File: src/rtl/march_c_controller_pkg.sv
// Shared definitions for the March C- BIST sequencer: FSM states and element table.
package march_c_controller_pkg;

    localparam int unsigned NUM_ELEM = 6;
    localparam int unsigned ELEM_W   = 3;
    localparam int unsigned ERR_W    = 8;

    typedef enum logic [2:0] {
        ST_IDLE  = 3'd0,
        ST_SETUP = 3'd1,
        ST_SWEEP = 3'd2,
        ST_DRAIN = 3'd3,
        ST_DONE  = 3'd4
    } state_e;

    // One March element: sweep direction, optional read with expected background,
    // optional write with written background.
    typedef struct packed {
        logic up;
        logic has_rd;
        logic rd_bg;
        logic has_wr;
        logic wr_bg;
    } elem_t;

    // M0 up(w0), M1 up(r0,w1), M2 up(r1,w0), M3 dn(r0,w1), M4 dn(r1,w0), M5 dn(r0)
    localparam elem_t ELEM_TABLE [NUM_ELEM] = '{
        '{up: 1'b1, has_rd: 1'b0, rd_bg: 1'b0, has_wr: 1'b1, wr_bg: 1'b0},
        '{up: 1'b1, has_rd: 1'b1, rd_bg: 1'b0, has_wr: 1'b1, wr_bg: 1'b1},
        '{up: 1'b1, has_rd: 1'b1, rd_bg: 1'b1, has_wr: 1'b1, wr_bg: 1'b0},
        '{up: 1'b0, has_rd: 1'b1, rd_bg: 1'b0, has_wr: 1'b1, wr_bg: 1'b1},
        '{up: 1'b0, has_rd: 1'b1, rd_bg: 1'b1, has_wr: 1'b1, wr_bg: 1'b0},
        '{up: 1'b0, has_rd: 1'b1, rd_bg: 1'b0, has_wr: 1'b0, wr_bg: 1'b0}
    };

endpackage

File: src/rtl/march_c_controller.sv
// March C- BIST sequencer: drives an external address generator and a dual-port RAM,
// reading at address a and writing back at a one cycle later.
module march_c_controller
    import march_c_controller_pkg::*;
#(
    parameter int unsigned AD_W = 4,
    parameter int unsigned DW   = 8
) (
    input  logic                clk,
    input  logic                reset,
    input  logic                start,
    output logic                busy,
    output logic                done,
    output logic                pass,
    output logic                ag_reset,
    output logic                ag_preset,
    output logic                ag_en,
    output logic                ag_up_down,
    input  logic [AD_W-1:0]     ag_address,
    input  logic                ag_carry,
    output logic                mem_re,
    output logic [AD_W-1:0]     mem_raddr,
    input  logic [DW-1:0]       mem_rdata,
    output logic                mem_we,
    output logic [AD_W-1:0]     mem_waddr,
    output logic [DW-1:0]       mem_wdata,
    output logic [AD_W-1:0]     fail_addr,
    output logic [ELEM_W-1:0]   fail_elem,
    output logic [ERR_W-1:0]    err_count
);

    state_e              state_q, state_d;
    logic [ELEM_W-1:0]   e_q, e_d;
    logic [ERR_W-1:0]    err_q, err_d;
    logic [AD_W-1:0]     fail_addr_q, fail_addr_d;
    logic [ELEM_W-1:0]   fail_elem_q, fail_elem_d;
    logic                pass_q, pass_d;
    logic                busy_q, busy_d;
    logic                done_q, done_d;
    logic                ag_reset_q, ag_reset_d;
    logic                ag_preset_q, ag_preset_d;
    logic                ag_en_q, ag_en_d;
    logic                ag_up_down_q, ag_up_down_d;
    logic                mem_re_q, mem_re_d;
    logic                mem_we_q, mem_we_d;
    logic [DW-1:0]       mem_wdata_q, mem_wdata_d;
    logic [AD_W-1:0]     a_q, a_d;
    logic                cmp_v_q, cmp_v_d;
    logic [DW-1:0]       exp_q, exp_d;
    logic                mismatch_c;

    // Sequencing, element advance and mismatch bookkeeping
    always_comb begin
        state_d     = state_q;
        e_d         = e_q;
        err_d       = err_q;
        fail_addr_d = fail_addr_q;
        fail_elem_d = fail_elem_q;
        pass_d      = pass_q;
        mismatch_c  = cmp_v_q && (mem_rdata != exp_q);

        if (mismatch_c) begin
            if (err_q != '1) begin
                err_d = err_q + ERR_W'(1);
            end
            if (err_q == '0) begin
                fail_addr_d = a_q;
                fail_elem_d = e_q;
            end
        end

        case (state_q)
            ST_IDLE, ST_DONE: begin
                if (start) begin
                    state_d     = ST_SETUP;
                    e_d         = '0;
                    err_d       = '0;
                    fail_addr_d = '0;
                    fail_elem_d = '0;
                    pass_d      = 1'b0;
                end
            end
            ST_SETUP: state_d = ST_SWEEP;
            ST_SWEEP: begin
                if (ag_carry) begin
                    state_d = ST_DRAIN;
                end
            end
            ST_DRAIN: begin
                if (e_q == ELEM_W'(NUM_ELEM - 1)) begin
                    state_d = ST_DONE;
                    // Include the final compare of this cycle in the verdict
                    pass_d  = (err_d == '0);
                end else begin
                    e_d     = e_q + ELEM_W'(1);
                    state_d = ST_SETUP;
                end
            end
            default: state_d = ST_IDLE;
        endcase
    end

    // Next values of registered outputs and the read-to-write pipe stage
    always_comb begin
        busy_d       = (state_d == ST_SETUP) || (state_d == ST_SWEEP) || (state_d == ST_DRAIN);
        done_d       = (state_d == ST_DONE);
        ag_reset_d   = (state_d == ST_IDLE) || (state_d == ST_DONE) ||
                       ((state_d == ST_SETUP) && ELEM_TABLE[e_d].up);
        ag_preset_d  = (state_d == ST_SETUP) && !ELEM_TABLE[e_d].up;
        ag_en_d      = (state_d == ST_SWEEP);
        ag_up_down_d = ELEM_TABLE[e_d].up;
        mem_re_d     = (state_d == ST_SWEEP) && ELEM_TABLE[e_d].has_rd;

        mem_we_d     = (state_q == ST_SWEEP) && ELEM_TABLE[e_q].has_wr;
        mem_wdata_d  = mem_we_d ? {DW{ELEM_TABLE[e_q].wr_bg}} : '0;
        a_d          = (state_q == ST_SWEEP) ? ag_address : a_q;
        cmp_v_d      = (state_q == ST_SWEEP) && ELEM_TABLE[e_q].has_rd;
        exp_d        = {DW{ELEM_TABLE[e_q].rd_bg}};
    end

    // State and output registers with synchronous active-low reset
    always_ff @(posedge clk) begin
        if (!reset) begin
            state_q      <= ST_IDLE;
            e_q          <= '0;
            err_q        <= '0;
            fail_addr_q  <= '0;
            fail_elem_q  <= '0;
            pass_q       <= 1'b0;
            busy_q       <= 1'b0;
            done_q       <= 1'b0;
            ag_reset_q   <= 1'b1;
            ag_preset_q  <= 1'b0;
            ag_en_q      <= 1'b0;
            ag_up_down_q <= 1'b0;
            mem_re_q     <= 1'b0;
            mem_we_q     <= 1'b0;
            mem_wdata_q  <= '0;
            a_q          <= '0;
            cmp_v_q      <= 1'b0;
            exp_q        <= '0;
        end else begin
            state_q      <= state_d;
            e_q          <= e_d;
            err_q        <= err_d;
            fail_addr_q  <= fail_addr_d;
            fail_elem_q  <= fail_elem_d;
            pass_q       <= pass_d;
            busy_q       <= busy_d;
            done_q       <= done_d;
            ag_reset_q   <= ag_reset_d;
            ag_preset_q  <= ag_preset_d;
            ag_en_q      <= ag_en_d;
            ag_up_down_q <= ag_up_down_d;
            mem_re_q     <= mem_re_d;
            mem_we_q     <= mem_we_d;
            mem_wdata_q  <= mem_wdata_d;
            a_q          <= a_d;
            cmp_v_q      <= cmp_v_d;
            exp_q        <= exp_d;
        end
    end

    assign busy       = busy_q;
    assign done       = done_q;
    assign pass       = pass_q;
    assign ag_reset   = ag_reset_q;
    assign ag_preset  = ag_preset_q;
    assign ag_en      = ag_en_q;
    assign ag_up_down = ag_up_down_q;
    assign mem_re     = mem_re_q;
    assign mem_raddr  = ag_address;
    assign mem_we     = mem_we_q;
    assign mem_waddr  = a_q;
    assign mem_wdata  = mem_wdata_q;
    assign fail_addr  = fail_addr_q;
    assign fail_elem  = fail_elem_q;
    assign err_count  = err_q;

endmodule
File: config.mk
export PLATFORM = sky130hd
export DESIGN_NAME = march_c_controller
export DESIGN_NICKNAME = d
export VERILOG_FILES = /design/src/rtl/march_c_controller_pkg.sv /design/src/rtl/march_c_controller.sv
export SDC_FILE = /design/constraint.sdc
export NUM_CORES = 1
export LEC_CHECK = 0
export ABC_CLOCK_PERIOD_IN_PS = 2300
export BUFFER_PORTS_ARGS = -buffer_cell sky130_fd_sc_hd__buf_4
export CORE_MARGIN = 2
export CORE_UTILIZATION = 40
export CTS_CLUSTER_SIZE = 28
export DETAILED_ROUTE_END_ITERATION = 10
export PLACE_DENSITY_LB_ADDON = 0.15
export SLEW_MARGIN = 20
export SYNTH_ARGS = -nofsm -noshare
export SYNTH_HDL_FRONTEND = slang
export SYNTH_SLANG_ARGS = --single-unit
File: constraint.sdc
create_clock -name clk -period 2.3 [get_ports clk]
set_input_delay 0.46 -clock clk [delete_from_list [all_inputs] [get_ports clk]]
set_output_delay 0.46 -clock clk [all_outputs]
set_load 0.02 [all_outputs]
==> impl_summary.txt, run 1 <==
----------------------------------------------------
[Timing]
  Worst Setup Slack, final ... 222 ps
  Final setup violation count ... 0
  RSZ-0062 raised after global routing ... false
  Maximum clock frequency ... 0.481 GHz
  Minimum period implied by the final worst setup slack ... 2080 ps
  Relative slew slack ... 62.9%
  Final TNS setup ... 0 ps
  Final max-slew violation count ... 0
  Worst Hold Margin ... 416 ps
  Number of failing hold endpoints at the final stage ... 0
  Ratio of final minimum period to clock period ... 90.3%
  Final clock skew ... 5.19 ps
  Transition time of the tightest slew-check pin ... 555 ps

[Global routing]
  Largest net degree at the start of global routing ... 15
  Overall Global Routing Usage ... 16.1%
  Initial antenna violation count ... 0
  Overflow after GRT ... 0
  Wire length of the first global-routing pass ... 6360 um
  Vias in the first global route ... 1390

[Finish]
  Footprint of the multi-input gates ... 857 sq um
  Layout Utilization ... 54.5%
  Count of non-filler cells in the finished layout ... 297
  Layout Cell Area excl Fill ... 2340 sq um
  Fraction of layout instances using a drive strength above 1 ... 34.7%
  Synth-to-Final Area Change ... 33.0%
  Area occupied by registers ... 741 sq um
  Total inserted antenna cells ... 0
  Final Net Count ... 266
  Filler cell count in the final layout ... 408

[Die]
  Die ar. ... 4940 sq um
  Initial standard-cell utilization of the core ... 40.9%
  Die X ... 70.3 um
  Die H ... 70.3 um
  I/O pin count ... 56
  Core Box Area ... 4290 sq um
  Number of placement rows ... 24

[Clock network]
  Number of buffers added to fix hold violations after cts ... 0
  Clock buffer depth ... 2
  CTS HTree Levels ... 2
  Sinks on the clock net ... 37
  Total setup buffers inserted after CTS ... 0
  Clock insertion delay at the later pin of the skew report ... 290 ps
  Buffer cell driving the clock tree root ... sky130_fd_sc_hd__clkbuf_8
  Number of CTS-inserted buffers ... 5
  Clock input transition at the sequential cells of the worst setup and hold paths ... 80 ps
  TritonCTS clock tree ... built
  Number of resized instances in the post-cts repair step ... 0

[Setup path]
  Critical path data arrival time ... 2290 ps
  Start-to-end type of the worst setup path ... primary input to register
  Maximum net fanout on the critical path ... 7
  Kind of capture point of the worst setup path ... register
  Setup crit start ... mem_rdata[4]
  Startpoint types ... primary input
  CP Data Required Time ... 2510 ps
  Source of the worst register-to-register timing path ... err_count[1]$_SDFF_PN0_

[Yosys]
  Dominant combinational cell family by area after synthesis ... simple AND/OR/NAND/NOR gates
  Compound-Gate Fraction of Synth Area ... 10.8%
  Area share of and/or/nand/nor cells after synthesis ... 22.7%
  Syn_nets ... 210
  Library cell occupying the most area in the post-synthesis netlist ... sky130_fd_sc_hd__dfxtp_1
  Most frequently used flop master after synthesis ... sky130_fd_sc_hd__dfxtp_1
  Unique cell type count in the Yosys netlist ... 46
  Post-Syn Area per Cell ... 9.35 sq um
  Post-synth EDFFs ... 0
  Portion of the post-synthesis area used by sequential elements ... 42.1%
  Flop and latch count out of synthesis ... 37
  Post-synthesis cell count ... 188
  Cells taking the most area after synthesis ... sky130_fd_sc_hd__dfxtp_1 42%, sky130_fd_sc_hd__mux2i_1 8.0%, sky130_fd_sc_hd__nor2_1 5.8%, sky130_fd_sc_hd__buf_4 4.7%, sky130_fd_sc_hd__ha_1 4.3%
  Synth Area in Adders ... 4.27%
  Synth warnings ... 0
  FFs w/ async S/R, synth ... 0%
  Multiplexer fraction of the synthesized cell area ... 7.97%
  Top-area cell type share of the netlist area ... 42.1%
  Xor and xnor area share after synthesis ... 2.99%
  Syn Std Cell Area ... 1760 sq um

[Pwr]
  Cell leakage power ... 0.986 nW
  Worst vdd rail ir drop ... 0.000394 V
  Power density over cell area ... 608 nW/um^2
  Pwr Total ... 1.42 mW

[Detailed routing]
  Mean number of vias per cell ... 5.01
  Total detailed-routing wirelength ... 3850 um
  Total via count after detailed routing ... 1488
  Drc violations ... 0
  Routed length per instance ... 13.0 um
  Number of DRC markers after the initial detailed-route iteration ... 72
  Antenna Violating Nets Remaining ... 0
  Number of detailed-route iterations in the first pass ... 4

[Place]
  Number of cells in the design after placement ... 289
  Placed instance area ... 2220 sq um
  Detailed Place HPWL ... 2850 um
  Final weighted congestion in routability-driven placement ... 0.849
  Port bufs ... 55
  Worst slack after detailed placement ... -53.4 ps

[Min path]
  Path category of the worst min-delay check ... primary input to register
  Hold_sp ... ag_address[3]

[Run]
  Max-capacitance violation count ... 0

[Outcome]
  Run status ... complete, no violations

----------------------------------------------------
-- final cells by class --
| type | count | share of cell area [%] |
|---|---|---|
| timing repair buffer | 68 | 22.4 |
| tap | 52 | 2.78 |
| sequential | 37 | 31.7 |
| clock inverter | 3 | 1.98 |
| multi-input combinational | 122 | 36.7 |
| inverter | 10 | 1.61 |
| clock buffer | 5 | 2.94 |
-- flip-flops by register name (all words and copies together), names as in the netlist, 3 cells and up --
name       cells
e_q            3
fail_addr      4
state_q        3
mem_waddr      4
err_count      8
fail_elem      3
-- per-layer routing --
metal  track usage, %  up-vias  wire length [um]
li1                 -      751                 -
met1             20.1      680              1740
met2             25.7       52              1770
met3             5.34        5               287
met4             5.77        0                51
met5                0        -                 0
-- synthesized netlist by cell type (2+ instances only) --
cell,instances
sky130_fd_sc_hd__ha_1,6
sky130_fd_sc_hd__dfxtp_1,37
sky130_fd_sc_hd__buf_2,2
sky130_fd_sc_hd__mux2i_1,14
sky130_fd_sc_hd__nand4_1,4
sky130_fd_sc_hd__xor2_1,2
sky130_fd_sc_hd__and4_1,2
sky130_fd_sc_hd__nand2_1,9
sky130_fd_sc_hd__nor3b_1,4
sky130_fd_sc_hd__xnor2_1,4
sky130_fd_sc_hd__nor3_1,8
sky130_fd_sc_hd__nor2_1,27
sky130_fd_sc_hd__clkbuf_1,3
sky130_fd_sc_hd__nor4_1,2
sky130_fd_sc_hd__a211oi_1,2
sky130_fd_sc_hd__o21a_1,2
sky130_fd_sc_hd__nor4b_1,2
sky130_fd_sc_hd__buf_4,11
sky130_fd_sc_hd__and3_1,2
sky130_fd_sc_hd__buf_1,2
sky130_fd_sc_hd__inv_1,10
sky130_fd_sc_hd__nand3_1,4
sky130_fd_sc_hd__a21oi_1,6
-- path summary, 6_finish.rpt --
| path | endpoint | slack (ps) | depth (start not counted) |
|---|---|---|---|
| min | mem_waddr[3]$_SDFFE_PN0P_ | 420 | 3 |
| max | pass$_SDFFE_PN0P_ | 220 | 8 |
| min reg2reg | pass$_SDFFE_PN0P_ | 480 | 2 |
| max reg2reg | pass$_SDFFE_PN0P_ | 230 | 8 |
-- cell families (layout without fill, tap and decap cells) --
family                   count (synthesis)  after routing
adder cells (fa/ha/maj)                  6              6
AO/OA/AOI/OAI                           21             21
AND/OR/NAND/NOR                         75             75
flip-flops                              37             37
multiplexers                            14             14
XOR/XNOR                                 6              6
buffers and inverters                   29             86
-- layout by cell type, fill, tap and decap left out, types with 5 or more instances in the layout --
cell	Yosys	routed
sky130_fd_sc_hd__nor3_1	8	8
sky130_fd_sc_hd__buf_4	11	67
sky130_fd_sc_hd__clkbuf_8	0	5
sky130_fd_sc_hd__nand2_1	9	9
sky130_fd_sc_hd__nor2_1	27	27
sky130_fd_sc_hd__ha_1	6	6
sky130_fd_sc_hd__inv_1	10	10
sky130_fd_sc_hd__a21oi_1	6	6
sky130_fd_sc_hd__dfxtp_1	37	37
sky130_fd_sc_hd__mux2i_1	14	14
-- power breakdown --
group,internal [mW],switching [mW]
Clock,0.324,0.238
Sequential,0.665,0.0176
Combinational,0.0817,0.0962
Total,1.07,0.351
-- worst max-delay path, stage by stage --
cell                      delay, ps
sky130_fd_sc_hd__buf_4          110
sky130_fd_sc_hd__or4_4          540
sky130_fd_sc_hd__o41ai_4        360
sky130_fd_sc_hd__nor3_1         100
sky130_fd_sc_hd__buf_4          180
sky130_fd_sc_hd__nor3_1         200
sky130_fd_sc_hd__o22ai_1        110
sky130_fd_sc_hd__o31ai_1        230
(Power assumes the default switching activity.)
==> inputs of run 2 (changes only) <==
--- a/config.mk
+++ b/config.mk
@@ -5,7 +5,7 @@
 export SDC_FILE = /design/constraint.sdc
 export NUM_CORES = 1
 export LEC_CHECK = 0
-export ABC_CLOCK_PERIOD_IN_PS = 2300
+export ABC_CLOCK_PERIOD_IN_PS = 2200
 export BUFFER_PORTS_ARGS = -buffer_cell sky130_fd_sc_hd__buf_4
 export CORE_MARGIN = 2
 export CORE_UTILIZATION = 40
==> constraint.sdc (replaced) <==
create_clock -name clk -period 2.2 [get_ports clk]
set_input_delay 0.44 -clock clk [delete_from_list [all_inputs] [get_ports clk]]
set_output_delay 0.44 -clock clk [all_outputs]
set_load 0.02 [all_outputs]
==> run 2 against run 1 <==
Hold slack lost 19 ps. Critical path type is now register to register. Sequential cell count is the same. Non-clock buffer count grew 4. Cell count increased by 1.0%. Core utilization is 0.26 points higher. Total power increased by 2.8%. Via count grew 1.9%.
==> impl_summary.txt, run 2 (same netlist as run 1, synthesis figures left out) <==
----------------------------------------------------
[Outcome]
  Run status ... complete, no violations

[Detailed routing]
  Mean number of vias per cell ... 5.05
  Number of DRC markers after the initial detailed-route iteration ... 42
  Total via count after detailed routing ... 1516
  Routed length per instance ... 12.9 um
  Number of detailed-route iterations in the first pass ... 4
  Total detailed-routing wirelength ... 3870 um
  Drc violations ... 0
  Antenna Violating Nets Remaining ... 0

[Global routing]
  Wire length of the first global-routing pass ... 6680 um
  Overall Global Routing Usage ... 16.8%
  Largest net degree at the start of global routing ... 15
  Initial antenna violation count ... 0
  Vias in the first global route ... 1438
  Overflow after GRT ... 0

[Timing]
  Worst Hold Margin ... 397 ps
  Number of failing hold endpoints at the final stage ... 0
  Relative slew slack ... 67.8%
  Transition time of the tightest slew-check pin ... 482 ps
  Final max-slew violation count ... 0
  Minimum period implied by the final worst setup slack ... 1980 ps
  Maximum clock frequency ... 0.504 GHz
  Ratio of final minimum period to clock period ... 90.2%
  RSZ-0062 raised after global routing ... false
  Final clock skew ... 3.41 ps
  Final setup violation count ... 0

[Die]
  Die X ... 70.3 um
  Die ar. ... 4940 sq um
  I/O pin count ... 56
  Number of placement rows ... 24
  Initial standard-cell utilization of the core ... 40.9%
  Core Box Area ... 4290 sq um
  Die H ... 70.3 um

[Setup path]
  Largest incremental delay on the critical path ... 340 ps
  Startpoint types ... register
  Critical path data arrival time ... 2190 ps
  Critical-path cell list ... ha_1 -> and4_1 -> and4_1 -> nor3_2 -> nor4bb_1 -> o22ai_1 -> o31ai_1
  CP Data Required Time ... 2410 ps
  Start-to-end type of the worst setup path ... register to register
  Maximum net fanout on the critical path ... 6
  Cells on worst reg2reg path ... 7
  Kind of capture point of the worst setup path ... register
  Cell with the largest stage delay on the worst path ... sky130_fd_sc_hd__nor4bb_1
  Cell seen most often among critical-path stages ... sky130_fd_sc_hd__and4_1

[Run]
  Max-capacitance violation count ... 0

[Finish]
  Max reg flops ... 8
  Leading cell types in the layout, fill and taps excluded ... 72 x sky130_fd_sc_hd__buf_4, 37 x sky130_fd_sc_hd__dfxtp_1, 27 x sky130_fd_sc_hd__nor2_1
  Total inserted antenna cells ... 0
  Layout Utilization ... 54.7%
  Commonest non-fill, non-tap cell in the layout ... sky130_fd_sc_hd__buf_4
  Fraction of layout instances using a drive strength above 1 ... 35.9%
  Count of non-filler cells in the finished layout ... 300
  Layout Cell Area excl Fill ... 2350 sq um
  Synth-to-Final Area Change ... 33.7%
  Final Net Count ... 270

[Clock network]
  TritonCTS clock tree ... built
  Number of buffers added to fix hold violations after cts ... 0
  Buffer cell driving the clock tree root ... sky130_fd_sc_hd__clkbuf_8
  CTS HTree Levels ... 2
  Clock input transition at the sequential cells of the worst setup and hold paths ... 70 ps
  Clock buffer depth ... 2
  Clock insertion delay at the later pin of the skew report ... 290 ps
  Number of CTS-inserted buffers ... 5
  Sinks on the clock net ... 37

[Pwr]
  Power density over cell area ... 622 nW/um^2
  Worst vdd rail ir drop ... 0.000261 V
  Cell leakage power ... 1.00 nW

[Place]
  Placed instance area ... 2230 sq um
  Number of cells in the design after placement ... 292
  Port bufs ... 55
  Final weighted congestion in routability-driven placement ... 0.849
  Detailed Place HPWL ... 2930 um

[Min path]
  Hold Crit Depth ... 3
  Path category of the worst min-delay check ... primary input to register

----------------------------------------------------
==> run 2: where the power goes <==
group / internal [mW] / switching [mW]
logic: 0.0853 / 0.100
clock network: 0.329 / 0.234
registers: 0.696 / 0.0182
==> run 2: layer usage <==
layer  part of all wire [%]  track usage [%]  vias up
met5                      0                0        -
met4                    2.6             8.97        0
met3                    7.6             5.34        9
met2                     45             25.1       56
met1                     45             21.6      688
li1                       -                -      763
==> run 2: stage by stage <==
step                TNS (ps)  total power, mW  setup WS, ps
floorplan                  0            0.834          79.1
CTS                        0             1.48           163
finish                     0             1.46           215
global route               0             1.52          4.29
detailed placement      -700            0.917          -137
global placement        -494            0.915         -93.2
==> run 2: layout make-up <==
cell class	count	area, sq um
tap	52	65.1
inverter	10	37.5
sequential	37	741
fill	421	1940
timing repair buffer	72	541
clock inverter	2	35.0
multi-input combinational	122	862
clock buffer	5	68.8
==> run 2: critical path: cells and delay by family (launching register included) <==
| family | cells | cell delay (ps) |
|---|---|---|
| AND/OR/NAND/NOR | 4 | 1070 |
| AO/OA/AOI/OAI | 2 | 320 |
| flip-flops | 1 | 310 |
| adder cells (fa/ha/maj) | 1 | 200 |
==> run 2: path summary, 6_finish.rpt <==
kind                                               from                   endpoint  slack [ps]
worst max register to register  err_count[0]$_SDFF_PN0_          pass$_SDFFE_PN0P_         220
worst max-delay path            err_count[0]$_SDFF_PN0_          pass$_SDFFE_PN0P_         220
worst min-delay path                      ag_address[1]  mem_waddr[1]$_SDFFE_PN0P_         400
worst min register to register        pass$_SDFFE_PN0P_          pass$_SDFFE_PN0P_         490
==> run 2: what timing repair did <==
| item | CTS | global route |
|---|---|---|
| resized for setup | 1 | 0 |
| setup buffers | 0 | 1 |
| pin swaps | 0 | 1 |
| endpoints found under the setup margin | 1 | 1 |
| endpoints found under the hold margin | 0 | 0 |
